[config.mk]
export PLATFORM = sky130hd
export DESIGN_NAME = limbus_sysid_check
export DESIGN_NICKNAME = d
export VERILOG_FILES = /design/src/rtl/limbus_sysid_check.sv
export SDC_FILE = /design/constraint.sdc
export NUM_CORES = 1
export LEC_CHECK = 0
export BUFFER_PORTS_ARGS = -buffer_cell sky130_fd_sc_hd__buf_2
export CAP_MARGIN = 20
export CORE_MARGIN = 4
export CORE_UTILIZATION = 51
export CTS_BUF_LIST = sky130_fd_sc_hd__clkbuf_4
export DETAILED_ROUTE_END_ITERATION = 6
export GPL_ROUTABILITY_DRIVEN = 0
export PLACE_DENSITY = 0.86
export SYNTH_ARGS = -nofsm -noshare
export SYNTH_HDL_FRONTEND = slang
export SYNTH_SLANG_ARGS = --single-unit
[constraint.sdc]
create_clock -name clock -period 2.51 [get_ports clock]
set_input_delay 0.3765 -clock clock [delete_from_list [all_inputs] [get_ports clock]]
set_output_delay 0.3765 -clock clock [all_outputs]
set_load 0.02 [all_outputs]
[src/rtl/limbus_sysid_check.sv]
// Avalon-MM reader for the limbus system-ID slave: fetches ID and build timestamp
// after reset and on each recheck, and reports whether they match this build.
module limbus_sysid_check #(
    parameter logic [31:0] EXP_ID        = 32'd0,
    parameter logic [31:0] EXP_TIMESTAMP = 32'd1415787354,
    parameter int unsigned TIMEOUT_CYC   = 255
) (
    input  logic        clock,
    input  logic        reset_n,
    input  logic        recheck,
    output logic        av_address,
    output logic        av_read,
    input  logic        av_waitrequest,
    input  logic        av_readdatavalid,
    input  logic [31:0] av_readdata,
    output logic        busy,
    output logic        done,
    output logic        pass,
    output logic        id_ok,
    output logic        ts_ok,
    output logic        timeout_err,
    output logic [31:0] id_val,
    output logic [31:0] ts_val
);

    typedef enum logic [2:0] {
        S_IDLE    = 3'd0,
        S_ID_REQ  = 3'd1,
        S_ID_WAIT = 3'd2,
        S_TS_REQ  = 3'd3,
        S_TS_WAIT = 3'd4,
        S_DONE    = 3'd5
    } state_t;

    localparam logic [15:0] CNT_LAST = 16'(TIMEOUT_CYC - 1);

    state_t      state;
    logic [15:0] cnt;

    logic in_req;
    logic in_wait;
    logic in_ts;
    logic accept;
    logic capture;
    logic expired;

    // Bus-facing outputs decode straight from the state register, so reset
    // drops av_read asynchronously and no input reaches an output combinationally.
    assign in_req     = (state == S_ID_REQ)  || (state == S_TS_REQ);
    assign in_wait    = (state == S_ID_WAIT) || (state == S_TS_WAIT);
    assign in_ts      = (state == S_TS_REQ)  || (state == S_TS_WAIT);
    assign av_read    = in_req;
    assign av_address = in_ts;
    assign busy       = (state != S_DONE);

    // Data in a REQ state only counts when it arrives with the accept.
    assign accept  = in_req && !av_waitrequest;
    assign capture = av_readdatavalid && (in_wait || accept);
    assign expired = (cnt == CNT_LAST);

    always_ff @(posedge clock or negedge reset_n) begin
        if (!reset_n) begin
            state       <= S_IDLE;
            cnt         <= '0;
            done        <= 1'b0;
            pass        <= 1'b0;
            id_ok       <= 1'b0;
            ts_ok       <= 1'b0;
            timeout_err <= 1'b0;
            id_val      <= '0;
            ts_val      <= '0;
        end else begin
            case (state)
                S_IDLE: begin
                    state <= S_ID_REQ;
                    cnt   <= '0;
                end
                S_ID_REQ, S_ID_WAIT, S_TS_REQ, S_TS_WAIT: begin
                    if (capture) begin
                        if (in_ts) begin
                            ts_val <= av_readdata;
                            ts_ok  <= (av_readdata == EXP_TIMESTAMP);
                            state  <= S_DONE;
                        end else begin
                            id_val <= av_readdata;
                            id_ok  <= (av_readdata == EXP_ID);
                            state  <= S_TS_REQ;
                            cnt    <= '0;
                        end
                    end else if (expired) begin
                        // Abort: the unfinished word's match flag stays clear.
                        timeout_err <= 1'b1;
                        pass        <= 1'b0;
                        state       <= S_DONE;
                    end else begin
                        cnt <= cnt + 16'd1;
                        if (accept)
                            state <= in_ts ? S_TS_WAIT : S_ID_WAIT;
                    end
                end
                S_DONE: begin
                    if (recheck) begin
                        state       <= S_ID_REQ;
                        cnt         <= '0;
                        pass        <= 1'b0;
                        id_ok       <= 1'b0;
                        ts_ok       <= 1'b0;
                        timeout_err <= 1'b0;
                    end else begin
                        done <= 1'b1;
                        pass <= id_ok & ts_ok & ~timeout_err;
                    end
                end
                default: state <= S_IDLE;
            endcase
        end
    end

endmodule

==> impl_metrics.toml, run 1 <==
[worst_setup_path]
critPathLaunch = "state[0]$_DFFE_PN0P_"
critPathCaptureType = "register"
reg2reg_from = "state[0]$_DFFE_PN0P_"
cp.required_ns = 2.86
cp_max_fo = 32
reg2regPathDepth = 5
cp.arrival_ns = 2.67
path_class = "reg -> reg"
cp-start-kind = "register"

[clocking]
cts_tree = "yes"
cts_sinks = 88
clockRootBuffer = "clkbuf_4"
clkLatencyLatePin_ns = 0.46
cts_resized = 0
cts_buffers = 9
cts.path.max_buffers = 2
cts.clk_slew.worst_paths_ns = 0.16
htreeDepth = 3

[layout]
fillCellCount = 576
nets = 480
syn2layout_area_growth_pct = 19.6
antenna_cells = 0
final_cell_area_um2 = 4960
drive_gt1_share_pct = 44.8

[power]
p_per_area_nw_per_um2 = 1280
seqPwrFrac_pct = 38.3
p_clk_share_pct = 13.5
internal_power_w = 0.00368
peakVddDrop_mv = 0.926
p_switching_w = 0.00265
p_comb_share_pct = 48.2
switching_share_pct = 41.9
p_total_w = 0.00634
leakage_nw = 2.38

[synth]
syn_area_per_cell_um2 = 12.4
synth_compound_gate_area_share_pct = 9.49
ys_seq_area_share_pct = 53.0
synthesis.area_um2 = 4150
synth_cells = 334
synth-seq-cells = 88
synth_flop_cell = "dfrtp_1"
yosys.area_share.simple_pct = 12.6
async_flop_share_pct = 100
netlist.area_leader.share_pct = 53.0
yosys.area.top_type = "dfrtp_1"
synth_edf_count = 0
synth_top_family_by_area = "multiplexers"
yosys_warnings = 0
synth_nets = 373
synth.distinct_cells = 51
synthAdderAreaFrac_pct = 0.603
synth_mux_area_share_pct = 20.4
yosys-top-cells-area = "dfrtp_1 (53%), mux2_2 (9.5%), mux2_4 (9.0%), a31oi_1 (2.1%), nand4_1 (1.5%)"
synth-xor-area-share_pct = 0.422

[sta]
period_minus_slack_ns = 2.31
relSlewSlack_pct = 57.1
setup_viol = 0
max_freq_mhz = 432
period_share_pct = 92.2
drv_slew = 0
finalSetupTns_ns = 0
rsz0062_at_grt = "false"
tightest_slew_ns = 0.644
hold_viol = 0
finClkSkew_ns = 0.0169

[route]
vias = 3226
avgRoutedWirePerCell_um = 18.8
ant_nets = 0
drt-initial-drc-count = 289
viasPerCell = 5.89
drt_wl_total_um = 10300
drc_errors = 0
firstDrtPassIters = 5

[placed_design]
post-dp-hpwl_um = 7330
place_area_um2 = 4800
portBuffers = 108

[floorplanning]
coreArea_um2 = 7810
die-area_um2 = 9650
die_w_um = 98.2
num_io_pins = 109
initial_utilization_pct = 53.2
die_h_um = 98.2
num_rows = 32

[global_routing]
grt_overflow = 0
grt_pass1_vias = 3367
grt_usage_pct = 22.0
gr-usage-met2_pct = 35.0
grt.busiest_layer = "met2"
grt_pass1_wl_um = 17200
grt_max_degree = 51
antenna_found_initial = 0
use_met3_pct = 7.79
gr-usage-met1_pct = 28.0

[min_path]
min_from = "av_readdata[5]"
holdPathStages = 2
min_path_type = "in -> reg"

[run]
maxCapViolCount = 0

[status]
status = "completed"
## what timing repair did
item / 4_1_cts / 5_1_grt
buffers inserted: 0 / 0
endpoints found under the hold margin: 49 / 0
hold buffers: 1 / 0
## stage by stage
step / cells / setup WS [ns] / hold WS (ns) / util, %
2_1_floorplan: 334 / 0.495 / 0.0809 / -
3_3_place_gp: 531 / 0.353 / 0.444 / 61.5
3_5_place_dp: 531 / 0.249 / 0.447 / 61.5
4_1_cts: 548 / 0.211 / 0.150 / 63.6
5_1_grt: 548 / 0.0791 / 0.138 / 63.6
6_report: 548 / 0.196 / 0.163 / 63.6
## layout by cell type (no fill, tap or decap), types with 4 or more instances in the layout
| master | n |
|---|---|
| nand2_1 | 7 |
| mux2_1 | 5 |
| clkbuf_4 | 9 |
| dfrtp_1 | 88 |
| nor2_1 | 9 |
| buf_2 | 107 |
| o21ai_0 | 11 |
| mux2_4 | 25 |
| nand3_1 | 11 |
| nor3_1 | 5 |
| nor4_1 | 9 |
| a211oi_1 | 6 |
| mux2_2 | 35 |
| buf_4 | 7 |
| o21a_1 | 4 |
| a21oi_1 | 5 |
| nor2b_1 | 4 |
| and4_1 | 6 |
| nand2b_1 | 6 |
| nand4_1 | 10 |
| and3_1 | 6 |
| a31oi_1 | 14 |
| inv_1 | 9 |
## layout make-up
type                       count  area (µm²)  share of cell area (%)
sequential                    88        2200                    44.4
multi-input combinational    216        1810                    36.5
timing repair buffer         117         638                    12.9
tap                          102         128                    2.57
clock inverter                 7        82.6                    1.66
clock buffer                   9        67.6                    1.36
inverter                       9        33.8                   0.681
## power groups by stage
stage	logic [W]	clock network [W]	registers, W
after global routing	0.00327	0.000932	0.00251
after detailed placement	0.00306	0	0.00242
after floorplan	0.00148	0	0.00301
after global placement	0.00295	0	0.00239
final	0.00305	0.000858	0.00243
after CTS	0.00307	0.000870	0.00242
## state kept, by name, summed over array words and instances (netlist names)
signal       cells
ts_val          32
state            3
id_ok            1
pass             1
cnt             16
timeout_err      1
ts_ok            1
done             1
id_val          32
## cell usage after synthesis, types with 2 or more instances
cell type / number
a211oi_1: 6
a21bo_2: 3
a21oi_1: 5
a31oi_1: 14
a41oi_1: 2
and2_1: 2
and3_1: 6
and4_1: 6
buf_2: 7
buf_6: 3
clkbuf_1: 10
dfrtp_1: 88
ha_1: 2
inv_1: 9
mux2_1: 5
mux2_2: 35
mux2_4: 25
mux2i_1: 2
nand2_1: 7
nand2b_1: 6
nand3_1: 11
nand3b_1: 3
nand4_1: 10
nor2_1: 9
nor2b_1: 4
nor3_1: 5
nor4_1: 9
o21a_1: 4
o21ai_0: 11
o22ai_1: 3
or4b_1: 2
## routing by layer
layer | part of all wire, % | up-vias | routed length [µm]
li1 | - | 1470 | -
met1 | 42 | 1606 | 4310
met2 | 48 | 131 | 4930
met3 | 8.2 | 19 | 848
met4 | 2.1 | 0 | 221
met5 | 0 | - | 0
## path summary, 6_finish.rpt
check / to / slack, ns
worst max-delay path: id_val[12]$_DFFE_PN0P_ / 0.20
worst min-delay path: id_val[5]$_DFFE_PN0P_ / 0.16
worst max register to register: id_val[12]$_DFFE_PN0P_ / 0.20
worst min register to register: done$_DFFE_PN0P_ / 0.48
max in group asynchronous: id_val[13]$_DFFE_PN0P_ / 1.38
min in group asynchronous: ts_val[29]$_DFFE_PN0P_ / 0.48
## critical path: stages (launching register included)
cell,delay [ns]
dfrtp_1,0.66
nand2b_1,0.21
o22ai_2,0.26
or3b_2,0.51
buf_12,0.21
mux2_1,0.34
## kinds of logic (layout without fill, tap and decap cells)
| family | after synthesis | after routing |
|---|---|---|
| multiplexers | 67 | 67 |
| AND/OR/NAND/NOR | 87 | 87 |
| adder cells (fa/ha/maj) | 2 | 2 |
| buffers and inverters | 30 | 142 |
| AO/OA/AOI/OAI | 58 | 58 |
| flip-flops | 88 | 88 |
| XOR/XNOR | 2 | 2 |
Note: power is estimated with default switching activity, not from simulation.
==> inputs of run 2 (changes only) <==
==> constraint.sdc (replaced) <==
create_clock -name clock -period 2.4 [get_ports clock]
set_input_delay 0.36 -clock clock [delete_from_list [all_inputs] [get_ports clock]]
set_output_delay 0.36 -clock clock [all_outputs]
set_load 0.02 [all_outputs]
==> impl_metrics.toml, run 2 (synthesis results as in run 1) <==
[status]
status = "completed"

[route]
top_layer = "met4"
dr_wl_met3_um = 812
viasPerCell = 5.87
wirelength_met1_um = 4170
drt_wl_total_um = 9960
firstDrtPassIters = 5
drc_errors = 0
vias = 3220
drt-initial-drc-count = 245
avgRoutedWirePerCell_um = 18.1
ant_nets = 0
route.met2.wl_um = 4770

[layout]
layout_common_cells = "buf_2 (107), dfrtp_1 (88), mux2_2 (35)"
final_cell_area_um2 = 4950
final_cells = 549
syn2layout_area_growth_pct = 19.2
nets = 481
antenna_cells = 0
fillCellCount = 582
final_common_cell = "buf_2"
drive_gt1_share_pct = 44.7
reg_top3 = "id_val x32, ts_val x32, cnt x16"
post-route-util_pct = 63.4

[sta]
finalSetupTns_ns = 0
tightest_slew_ns = 0.597
max_freq_mhz = 439
period_minus_slack_ns = 2.28
finClkSkew_ns = 0.0122
rsz0062_at_grt = "false"
fin_ws_ns = 0.124
drv_slew = 0
hold_viol = 0
setup_viol = 0
period_share_pct = 94.9
relSlewSlack_pct = 60.1

[clocking]
cts.clk_slew.worst_paths_ns = 0.14
clkLatencyLatePin_ns = 0.42
cts.path.max_buffers = 2
htreeDepth = 3
cts_sinks = 88
cts_buffers = 9
clockRootBuffer = "clkbuf_4"
cts_tree = "yes"

[placed_design]
place_area_um2 = 4820
portBuffers = 108
post-place-ws_ns = 0.165
post-dp-hpwl_um = 7290
dpl.cell_count = 532

[worst_setup_path]
cp-start-kind = "register"
cp.required_ns = 2.71
path_class = "reg -> reg"
cp.arrival_ns = 2.58
critPathLaunch = "state[2]$_DFFE_PN0P_"
reg2reg_from = "state[2]$_DFFE_PN0P_"
critPathCaptureType = "register"
cp_max_fo = 32

[min_path]
min_path_type = "in -> reg"
min_from = "av_readdata[5]"

[global_routing]
grt_overflow = 0
grt_max_degree = 48
antenna_found_initial = 0
grt_pass1_wl_um = 16800
grt_usage_pct = 21.3
grt_pass1_vias = 3323

[power]
p_per_area_nw_per_um2 = 1310
leakage_nw = 2.37
peakVddDrop_mv = 1.11

[floorplanning]
num_io_pins = 109
initial_utilization_pct = 53.2
die_h_um = 98.2
die_w_um = 98.2
num_rows = 32
coreArea_um2 = 7810
die-area_um2 = 9650

[run]
maxCapViolCount = 0
run 2: final timing paths:
check / cells past startpoint / endpoint / slack (ns)
min: 2 / id_val[5]$_DFFE_PN0P_ / 0.18
min in group asynchronous: 2 / cnt[13]$_DFFE_PN0P_ / 0.46
max: 5 / id_val[12]$_DFFE_PN0P_ / 0.12
max reg2reg: 5 / id_val[12]$_DFFE_PN0P_ / 0.12
min reg2reg: 1 / cnt[5]$_DFFE_PN0P_ / 0.49
max in group asynchronous: 3 / id_val[14]$_DFFE_PN0P_ / 1.31
run 2: area by class of cell:
type	instances	area, µm²	area share (%)
well taps	102	128	2.58
clock inverters	5	32.5	0.657
flip-flops and latches	88	2200	44.5
multi-input cells	216	1810	36.6
repair buffers	118	658	13.3
clock buffers	11	82.6	1.67
inverters	9	33.8	0.683
run 2: layer usage:
metal	up-vias	track usage [%]
li1	1465	-
met1	1605	28.4
met2	132	33.8
met3	18	5.64
met4	0	7.88
met5	-	0
run 2: worst max-delay path, cell delays in order, from the launching register on:
cell	delay, ns
dfrtp_1	0.56
nand2b_1	0.29
o22ai_2	0.25
or3b_2	0.50
buf_12	0.21
mux2_1	0.34
run 2: stage by stage:
| stage | total power, W | hold slack [ns] |
|---|---|---|
| finish | 0.00647 | 0.182 |
| global route | 0.00685 | 0.158 |
| CTS | 0.00649 | 0.167 |
| detailed placement | 0.00575 | 0.388 |
| global placement | 0.00561 | 0.382 |
| floorplan | 0.00469 | 0.0644 |
run 2: where the power goes:
group          switching (W)  internal, W  total (W)  leakage [nW]
logic                0.00177      0.00144    0.00321          1.23
clock network       0.000505     0.000236   0.000741        0.0609
registers           0.000423      0.00210    0.00252          1.08
run 2: timing repair:
item / in CTS / in global routing
gates resized for setup: 0 / 0
hold endpoints to repair: 41 / 0
setup buffers: 0 / 0
hold buffers: 1 / 0
